<file path="config.mk">
export PLATFORM = sky130hd
export DESIGN_NAME = vga_fb_arbiter_flat
export DESIGN_NICKNAME = d
export VERILOG_FILES = /design/src/rtl/vga_fb_arbiter_pkg.sv /design/src/rtl/vga_fb_arbiter_if.sv /design/src/rtl/vga_fb_arbiter_fb_clear_engine.sv /design/src/rtl/vga_fb_arbiter.sv /design/src/flat_wrapper.sv
export SDC_FILE = /design/constraint.sdc
export NUM_CORES = 1
export LEC_CHECK = 0
export ABC_AREA = 1
export CORE_ASPECT_RATIO = 0.6
export CORE_MARGIN = 3
export CORE_UTILIZATION = 49
export CTS_CLUSTER_DIAMETER = 100
export DETAILED_ROUTE_END_ITERATION = 8
export PLACE_DENSITY = 0.84
export SLEW_MARGIN = 20
export SYNTH_ARGS = -nofsm -noshare
export SYNTH_HDL_FRONTEND = slang
export SYNTH_HIERARCHICAL = 1
export SYNTH_SLANG_ARGS = --single-unit
</file>
<file path="constraint.sdc">
create_clock -name pclk -period 5.5 [get_ports pclk]
set_input_delay 0.825 -clock pclk [delete_from_list [all_inputs] [get_ports pclk]]
set_output_delay 0.825 -clock pclk [all_outputs]
set_load 0.02 [all_outputs]
</file>
<file path="src/rtl/vga_fb_arbiter_pkg.sv">
// Shared constants and types for the VGA frame-buffer arbiter slice.
package vga_fb_pkg;

  localparam int H_RES    = 640;
  localparam int V_RES    = 480;
  localparam int FB_DEPTH = H_RES * V_RES;
  localparam int ADDR_W   = 19;
  localparam int DATA_W   = 12;

  typedef enum logic {
    CLR_IDLE,
    CLR_RUN
  } clr_state_e;

endpackage

</file>
<file path="src/rtl/vga_fb_arbiter_if.sv">
// Single-port frame-buffer RAM bus; the arbiter drives it, the RAM answers.
interface vga_fb_arbiter_if #(
  parameter int ADDR_W = vga_fb_pkg::ADDR_W,
  parameter int DATA_W = vga_fb_pkg::DATA_W
);
  logic [ADDR_W-1:0] addr;
  logic              we;
  logic [DATA_W-1:0] wdata;
  logic [DATA_W-1:0] rdata;

  modport master (output addr, output we, output wdata, input rdata);
  modport slave  (input addr, input we, input wdata, output rdata);
endinterface

</file>
<file path="src/rtl/vga_fb_arbiter_fb_clear_engine.sv">
// Full-screen clear engine: latches a fill colour and walks every frame-buffer
// address once, holding its position whenever the display owns the RAM.
//
// state    | meaning
// CLR_IDLE | no clear pending; clr_req starts one
// CLR_RUN  | busy; one word written per non-paused cycle
module fb_clear_engine #(
  parameter int AW    = vga_fb_pkg::ADDR_W,
  parameter int DW    = vga_fb_pkg::DATA_W,
  parameter int DEPTH = vga_fb_pkg::FB_DEPTH
) (
  input  logic          pclk,
  input  logic          reset,
  input  logic          clr_req,
  input  logic [DW-1:0] clr_color,
  input  logic          pause,
  output logic          busy,
  output logic [AW-1:0] addr,
  output logic [DW-1:0] data
);
  import vga_fb_pkg::*;

  clr_state_e    state, state_nx;
  logic [AW-1:0] cnt;
  logic [DW-1:0] color;
  logic          last_word;

  assign last_word = (cnt == AW'(DEPTH - 1));

  always_ff @(posedge pclk or posedge reset) begin
    if (reset) state <= CLR_IDLE;
    else       state <= state_nx;
  end

  always_comb begin
    state_nx = state;
    case (state)
      CLR_IDLE: if (clr_req) state_nx = CLR_RUN;
      CLR_RUN:  if (!pause && last_word) state_nx = CLR_IDLE;
      default:  state_nx = CLR_IDLE;
    endcase
  end

  always_ff @(posedge pclk or posedge reset) begin
    if (reset) begin
      cnt   <= '0;
      color <= '0;
    end else if (state == CLR_IDLE) begin
      if (clr_req) begin
        cnt   <= '0;
        color <= clr_color;
      end
    end else if (!pause && !last_word) begin
      cnt <= cnt + 1'b1;
    end
  end

  assign busy = (state == CLR_RUN);
  assign addr = cnt;
  assign data = color;
endmodule

</file>
<file path="src/rtl/vga_fb_arbiter.sv">
// Frame-buffer arbiter: scan-out reads own the RAM in active video; blanking
// cycles go to the clear engine, then the pixel writer. Display outputs lag 2 cycles.
module vga_fb_arbiter #(
  parameter int H_RES  = vga_fb_pkg::H_RES,
  parameter int V_RES  = vga_fb_pkg::V_RES,
  parameter int ADDR_W = vga_fb_pkg::ADDR_W,
  parameter int DATA_W = vga_fb_pkg::DATA_W
) (
  input  logic              pclk,
  input  logic              reset,
  input  logic [9:0]        h_addr,
  input  logic [9:0]        v_addr,
  input  logic              valid,
  input  logic              hsync,
  input  logic              vsync,
  output logic [DATA_W-1:0] vga_data,
  output logic              valid_o,
  output logic              hsync_o,
  output logic              vsync_o,
  input  logic              wr_req,
  input  logic [ADDR_W-1:0] wr_addr,
  input  logic [DATA_W-1:0] wr_data,
  output logic              wr_gnt,
  input  logic              clr_req,
  input  logic [DATA_W-1:0] clr_color,
  output logic              clr_busy,
  vga_fb_arbiter_if.master  ram
);
  localparam int FB_DEPTH = H_RES * V_RES;

  logic [ADDR_W-1:0] disp_addr;
  logic [ADDR_W-1:0] clr_addr;
  logic [DATA_W-1:0] clr_data;
  logic              we_sel;
  logic              valid_d1, valid_d2, hsync_d1, hsync_d2, vsync_d1, vsync_d2;

  fb_clear_engine #(
    .AW    (ADDR_W),
    .DW    (DATA_W),
    .DEPTH (FB_DEPTH)
  ) u_clear (
    .pclk      (pclk),
    .reset     (reset),
    .clr_req   (clr_req),
    .clr_color (clr_color),
    .pause     (valid),
    .busy      (clr_busy),
    .addr      (clr_addr),
    .data      (clr_data)
  );

  assign disp_addr = ADDR_W'(v_addr) * ADDR_W'(H_RES) + ADDR_W'(h_addr);

  always_comb begin
    ram.addr  = '0;
    ram.wdata = '0;
    we_sel    = 1'b0;
    wr_gnt    = 1'b0;
    if (valid) begin
      ram.addr = disp_addr;
    end else if (clr_busy) begin
      ram.addr  = clr_addr;
      ram.wdata = clr_data;
      we_sel    = 1'b1;
    end else if (wr_req) begin
      ram.addr  = wr_addr;
      ram.wdata = wr_data;
      wr_gnt    = 1'b1;
      // Out-of-range writes are acknowledged but never reach the RAM.
      we_sel    = (wr_addr < ADDR_W'(FB_DEPTH));
    end
    ram.we = we_sel & ~reset;
  end

  always_ff @(posedge pclk or posedge reset) begin
    if (reset) begin
      valid_d1 <= 1'b0;
      valid_d2 <= 1'b0;
      hsync_d1 <= 1'b0;
      hsync_d2 <= 1'b0;
      vsync_d1 <= 1'b0;
      vsync_d2 <= 1'b0;
      vga_data <= '0;
    end else begin
      valid_d1 <= valid;
      valid_d2 <= valid_d1;
      hsync_d1 <= hsync;
      hsync_d2 <= hsync_d1;
      vsync_d1 <= vsync;
      vsync_d2 <= vsync_d1;
      vga_data <= valid_d1 ? ram.rdata : '0;
    end
  end

  assign valid_o = valid_d2;
  assign hsync_o = hsync_d2;
  assign vsync_o = vsync_d2;
endmodule
</file>
<file path="src/flat_wrapper.sv">
// flat-port wrapper written by rule: the top's interface ports become plain ports
module vga_fb_arbiter_flat 
#(
  parameter int H_RES  = vga_fb_pkg::H_RES,
  parameter int V_RES  = vga_fb_pkg::V_RES,
  parameter int ADDR_W = vga_fb_pkg::ADDR_W,
  parameter int DATA_W = vga_fb_pkg::DATA_W
)
  (pclk, reset, h_addr, v_addr, valid, hsync, vsync, vga_data, valid_o, hsync_o, vsync_o, wr_req, wr_addr, wr_data, wr_gnt, clr_req, clr_color, clr_busy, ram_addr, ram_we, ram_wdata, ram_rdata);
  vga_fb_arbiter_if #(.ADDR_W(ADDR_W), .DATA_W(DATA_W)) ram_i ();
  input  logic pclk;
  input  logic reset;
  input  logic [9:0] h_addr;
  input  logic [9:0] v_addr;
  input  logic valid;
  input  logic hsync;
  input  logic vsync;
  output logic [DATA_W-1:0] vga_data;
  output logic valid_o;
  output logic hsync_o;
  output logic vsync_o;
  input  logic wr_req;
  input  logic [ADDR_W-1:0] wr_addr;
  input  logic [DATA_W-1:0] wr_data;
  output logic wr_gnt;
  input  logic clr_req;
  input  logic [DATA_W-1:0] clr_color;
  output logic clr_busy;
  output wire logic [$bits(ram_i.addr)-1:0] ram_addr;
  output wire logic [$bits(ram_i.we)-1:0] ram_we;
  output wire logic [$bits(ram_i.wdata)-1:0] ram_wdata;
  input wire logic [$bits(ram_i.rdata)-1:0] ram_rdata;
  assign ram_addr = ram_i.addr;
  assign ram_we = ram_i.we;
  assign ram_wdata = ram_i.wdata;
  assign ram_i.rdata = ram_rdata;
  vga_fb_arbiter #(.H_RES(H_RES), .V_RES(V_RES), .ADDR_W(ADDR_W), .DATA_W(DATA_W)) u_core (.pclk(pclk), .reset(reset), .h_addr(h_addr), .v_addr(v_addr), .valid(valid), .hsync(hsync), .vsync(vsync), .vga_data(vga_data), .valid_o(valid_o), .hsync_o(hsync_o), .vsync_o(vsync_o), .wr_req(wr_req), .wr_addr(wr_addr), .wr_data(wr_data), .wr_gnt(wr_gnt), .clr_req(clr_req), .clr_color(clr_color), .clr_busy(clr_busy), .ram(ram_i));
endmodule
</file>
==> results of run 1 <==
[logic make-up after synthesis]
group                    count (synthesis)  share of synthesized area [%]
buffers and inverters                   68                           7.90
AO/OA/AOI/OAI                           60                           10.6
XOR/XNOR                                 4                          0.954
flip-flops                              50                           34.1
AND/OR/NAND/NOR                        281                           34.9
multiplexers                            12                           3.68
adder cells (fa/ha/maj)                 22                           7.90
[report_power, final]
| part | internal, mW | switching (mW) |
|---|---|---|
| Combinational | 0.167 | 0.190 |
| Sequential | 0.390 | 0.0313 |
| Clock | 0.215 | 0.133 |
[cell type report]
type | instances | area, sq um | area share (%)
clock buffers | 5 | 125 | 2.41
clock inverters | 3 | 43.8 | 0.842
inverters | 52 | 195 | 3.75
multi-input cells | 379 | 2130 | 41.1
flip-flops and latches | 50 | 1250 | 24.1
well taps | 100 | 125 | 2.41
repair buffers | 133 | 1320 | 25.5
[state kept, by name, indices dropped and copies added, names as in the netlist]
signal / count
u_core/u_clear/data: 12
u_core/hsync_o: 1
u_core/vsync_d1: 1
u_core/vsync_o: 1
u_core/valid_d1: 1
u_core/valid_o: 1
u_core/vga_data: 12
u_core/u_clear/addr: 19
u_core/u_clear/busy: 1
u_core/hsync_d1: 1
[stage by stage]
stage                     instance area [sq um]  utilization (%)  power [mW]
final                                      5200             74.6        1.13
after global routing                       5200             74.6        1.19
after CTS                                  5200             74.6        1.13
after detailed placement                   5030             72.2       0.781
after global placement                     5030             72.2       0.768
after floorplan                            3670                -       0.622
[worst paths after layout]
path / endpoint / slack, ps / cells past startpoint
max: ram_addr[17] / 850 / 14
min: u_core/hsync_o / 350 / 0
max reg2reg: u_core/u_clear/addr[17] / 3000 / 5
min reg2reg: u_core/hsync_o / 350 / 0
max in group asynchronous: u_core/vga_data[8] / 4110 / 2
min in group asynchronous: u_core/u_clear/addr[7] / 960 / 3
[synthesized netlist by cell type (2+ instances only)]
master	count	area, sq um
nand4_1	3	18.8
nand2_4	3	33.8
o211ai_1	2	15.0
buf_2	7	35.0
dfrtp_1	50	1250
fa_1	2	40.0
nand3_2	2	20.0
ha_1	20	250
a21oi_1	13	65.1
mux2_1	3	33.8
a22oi_1	10	75.1
o21ai_0	14	70.1
mux2_2	9	101
buf_6	2	22.5
nand2_2	12	75.1
nor2_2	6	37.5
nand3_1	45	225
xor2_1	4	35.0
o21ai_1	3	15.0
a22o_1	12	105
buf_4	3	22.5
nor3_1	3	15.0
o21a_1	2	15.0
nor2_4	4	45.0
inv_2	4	15.0
nand3b_1	2	15.0
nand2_1	158	593
clkbuf_1	4	15.0
inv_1	47	176
nor2_1	38	143
[worst reg2reg max path, cell delays in order (launching register included)]
cell      delay, ps
dfrtp_1         700
clkinv_1        470
nand2_2         710
nand2_4         280
nand2_1         160
nand2_1          70
[routing by layer]
metal	vias to the layer above	global-route usage (%)	wire, microns
met5	-	0	0
met4	0	5.58	120
met3	16	8.29	1330
met2	230	44.2	5060
met1	1845	35.1	4840
li1	1874	-	-
[cell usage in the layout, fill, tap and decap left out, types with 2 or more instances in the layout]
cell             count
inv_2                4
mux2_2               9
nor3_1               3
o211ai_1             2
a21oi_1             13
nand2_4              3
nand4_1              3
buf_4                3
mux2_1               3
ha_1                20
o21ai_1              3
xor2_1               4
fa_1                 2
nand2_1            158
clkdlybuf4s50_1    130
clkbuf_16            5
a22oi_1             10
nor2_4               4
inv_1               47
o21a_1               2
nand3_2              2
a22o_1              12
nor2_2               7
dfrtp_1             50
nand3_1             45
nand3b_1             2
o21ai_0             14
nand2_2             12
nor2_1              37
==> impl_metrics.json, run 1 <==
{
  "status": "finished clean",
  "min_period_over_period_pct": 84.6,
  "period_minus_slack_ps": 4650,
  "drt_iter0_markers": 511,
  "grt_pass1_vias": 3741,
  "cp_cell_sequence": "clkdlybuf4s50_1 -> ha_1 -> ha_1 -> fa_1 -> xor2_1 -> nand2_1 -> nor2_2 -> nand3_2 -> nor2_2 -> nand2_1 -> nand2_1 -> nand3_1 -> nand2_1 -> clkdlybuf4s50_1",
  "ys_seq_elements": 50,
  "slew_headroom_pct": 49.3,
  "seq_area_frac_synth_pct": 34.1,
  "stdcell_count": 722,
  "clk_latency_ps": 290,
  "grt_pass1_wl_microns": 18500,
  "crit_path_end_kind": "primary output",
  "fp-row-count": 23,
  "hp-class": "reg2reg",
  "tns_ps": 0,
  "dp.cells": 714,
  "min_from": "u_core/hsync_d1",
  "clkTransAtPathRegs_ps": 60,
  "via_per_inst": 5.49,
  "core_sq_mm": 0.00696,
  "skew_ps": 8.30,
  "dr.pass1.iters": 6,
  "syn-instance-count": 497,
  "grt_util_all_layers_pct": 26.7,
  "drcViolationCount": 0,
  "regToRegStartpoint": "u_core/u_clear/busy",
  "setup.worst_path.start_class": "input port",
  "crit_family": "buffers and inverters",
  "synthArstFlopShare_pct": 100,
  "drv_slew": 0,
  "gp_congestion": 0.944,
  "rsz0062_at_grt": "false",
  "critPathKind": "in2out",
  "ioPinCount": 131,
  "drive_gt1_share_pct": 8.84,
  "detailed_place_hpwl_microns": 8780,
  "htreeDepth": 2,
  "numClockSinks": 50,
  "synthesis.area_sq_mm": 0.00367,
  "die_w_microns": 118,
  "clk_path_buf_depth": 2,
  "grt_max_degree": 34,
  "area_growth_pct": 41.5,
  "die_area_sq_mm": 0.00861,
  "start_util_pct": 52.7,
  "port_buffers": 130,
  "synth_edf_count": 0,
  "final_nets": 725,
  "dp_slack_ps": 891,
  "critPathMaxStageDelay_ps": 600,
  "wl_per_cell_microns": 15.7,
  "hold_viol": 0,
  "grt-ovfl-total": 0,
  "critPathBufInv": 2,
  "cp_common_cell": "nand2_1",
  "cp_max_fo": 3,
  "vdd_drop_max_mv": 0.144,
  "required_ps": 4680,
  "drv_cap": 0,
  "wl_microns": 11300,
  "crit_slowest_cell": "clkdlybuf4s50_1",
  "netlist-cell-type-count": 40,
  "setup_viol": 0,
  "die_height_microns": 73.1,
  "pwr_density_cell_mw_per_mm2": 217,
  "cts_resized": 0,
  "critical_path.startpoint": "v_addr[1]",
  "synth_flop_cell": "dfrtp_1",
  "antenna_left": 0,
  "diodes": 0,
  "setup_slack_ps": 846,
  "p_leak_nw": 2.50,
  "via_count": 3965,
  "nFillCells": 537,
  "cts_made_buffers": 5,
  "antenna_found_initial": 0,
  "cts_tree": "built",
  "cts_root_buf": "clkbuf_16",
  "avgSynthCellArea_sq_um": 7.39,
  "yosysWarnings": 6,
  "cts_hold_buf": 0,
  "postCtsSetupRepairBufs": 0,
  "timing.hold.ws_ps": 348,
  "max_freq_mhz": 215,
  "arrival_ps": 3830,
  "syn-num-nets": 601,
  "worstMarginPinSlew_ps": 758
}
(Power assumes the default switching activity.)
==> run 2, diff against run 1 <==
- CORE_UTILIZATION: 49 -> 46
- PLACE_DENSITY: 0.84 -> 0.8
- clock period: 5.5 -> 4.8 ns (I/O delays scaled with it)
==> impl_metrics.json, run 2 (same netlist as run 1, synthesis figures left out) <==
{
  "period_minus_slack_ps": 4430,
  "slew_headroom_pct": 49.2,
  "tns_ps": 0,
  "die_w_microns": 121,
  "multi_input_area_sq_mm": 0.00213,
  "via_count": 3729,
  "grt_util_all_layers_pct": 24.2,
  "post-route-util_pct": 69.5,
  "critical_path.startpoint": "v_addr[1]",
  "final_nets": 726,
  "htreeDepth": 2,
  "drive_gt1_share_pct": 8.99,
  "die_area_sq_mm": 0.00913,
  "power_mw": 1.30,
  "crit_path_end_kind": "primary output",
  "p_leak_nw": 2.51,
  "skew_ps": 7.09,
  "min_from": "u_core/hsync_d1",
  "antenna_found_initial": 0,
  "mostFrequentLayoutCells": "158 x nand2_1, 130 x clkdlybuf4s50_1, 50 x dfrtp_1",
  "largest_reg_flops": 19,
  "via_per_inst": 5.13,
  "worstMarginPinSlew_ps": 761,
  "fp-row-count": 24,
  "clk_latency_ps": 290,
  "clk_path_buf_depth": 2,
  "pwr-share-comb_pct": 31.3,
  "critPathBufInv": 2,
  "clock_power_share_pct": 31.8,
  "start_util_pct": 48.9,
  "seqCellArea_sq_mm": 0.00125,
  "setup_viol": 0,
  "crit_slowest_cell": "clkdlybuf4s50_1",
  "cts_tree": "built",
  "required_ps": 4080,
  "p_int_uw": 889,
  "critPathMaxStageDelay_ps": 600,
  "grt-ovfl-total": 0,
  "grt_pass1_wl_microns": 17700,
  "nFillCells": 608,
  "dr.pass1.iters": 5,
  "vdd_drop_max_mv": 0.179,
  "diodes": 0,
  "hp-class": "reg2reg",
  "clkTransAtPathRegs_ps": 70,
  "cp_max_fo": 3,
  "pwr_density_cell_mw_per_mm2": 250,
  "switching_share_pct": 31.7,
  "antenna_left": 0,
  "final_common_cell": "nand2_1",
  "grt_max_degree": 34,
  "postCtsSetupRepairBufs": 0,
  "area_growth_pct": 42.0,
  "hold_viol": 0,
  "min_period_over_period_pct": 92.2,
  "cp_common_cell": "nand2_1",
  "cp_cell_sequence": "clkdlybuf4s50_1 -> ha_1 -> ha_1 -> fa_1 -> xor2_1 -> nand2_1 -> nor2_2 -> nand3_2 -> nor2_2 -> nand2_1 -> nand2_1 -> nand3_1 -> nand2_1 -> clkdlybuf4s50_1",
  "crit_family": "buffers and inverters",
  "sequentialPowerShare_pct": 36.9,
  "setup.worst_path.start_class": "input port",
  "cts_made_buffers": 5,
  "ioPinCount": 131,
  "port_buffers": 130,
  "gp_congestion": 0.947,
  "regToRegStartpoint": "u_core/u_clear/busy",
  "drv_cap": 0,
  "grt_pass1_vias": 3701,
  "drv_slew": 0,
  "numClockSinks": 50,
  "drt_iter0_markers": 248,
  "cts_root_buf": "clkbuf_16",
  "drcViolationCount": 0,
  "critPathKind": "in2out",
  "detailed_place_hpwl_microns": 8290,
  "die_height_microns": 75.2,
  "arrival_ps": 3710,
  "status": "finished clean",
  "cts_resized": 0,
  "rsz0062_at_grt": "false",
  "cts_hold_buf": 0,
  "core_sq_mm": 0.00751,
  "power.switching_uw": 413,
  "wl_microns": 10700,
  "max_freq_mhz": 226,
  "wl_per_cell_microns": 14.7
}
==> run 2: cell types whose count changed in the layout (fill, tap and decap cells not counted), sizes merged <==
| cell | change |
|---|---|
| clkinvlp | +1 |
| buf | +1 |
| clkinv | -1 |
==> run 2: final timing paths <==
path,to,cells past startpoint,slack (ps)
min,u_core/hsync_o,0,350
min in group asynchronous,u_core/vga_data[1],3,790
max in group asynchronous,u_core/u_clear/addr[9],3,3630
min reg2reg,u_core/hsync_o,0,350
max,ram_addr[17],14,370
max reg2reg,u_core/u_clear/addr[14],5,2360
==> run 2: per-layer routing <==
layer  share of wire [%]  vias up  global-route usage (%)
met5                   0        -                       0
met4                0.50        0                    3.73
met3                  11        6                    7.66
met2                  42      167                    39.8
met1                  46     1689                    32.4
li1                    -     1867                       -
==> run 2: area by class of cell <==
cell class	instances	share of cell area, %
tap	104	2.49
inverter	52	3.74
timing repair buffer	134	25.5
clock inverter	3	0.935
sequential	50	24.0
multi-input combinational	379	40.9
clock buffer	5	2.40
==> run 2: stage by stage <==
step                std cells  setup slack, ps  cell area, sq um  hold WS, ps
global route              727              225              5220          360
CTS                       727              373              5220          351
floorplan                 497             1470              3670          331
detailed placement        719              375              5040          335
global placement          719              459              5040          333
finish                    727              373              5220          350
==> run 2: power by group through the flow <==
stage	clock [mW]	combinational (mW)	sequential (mW)
after detailed placement	0	0.405	0.488
after floorplan	0	0.226	0.486
after global placement	0	0.394	0.487
after global routing	0.438	0.448	0.484
final	0.414	0.407	0.480
after CTS	0.421	0.407	0.480
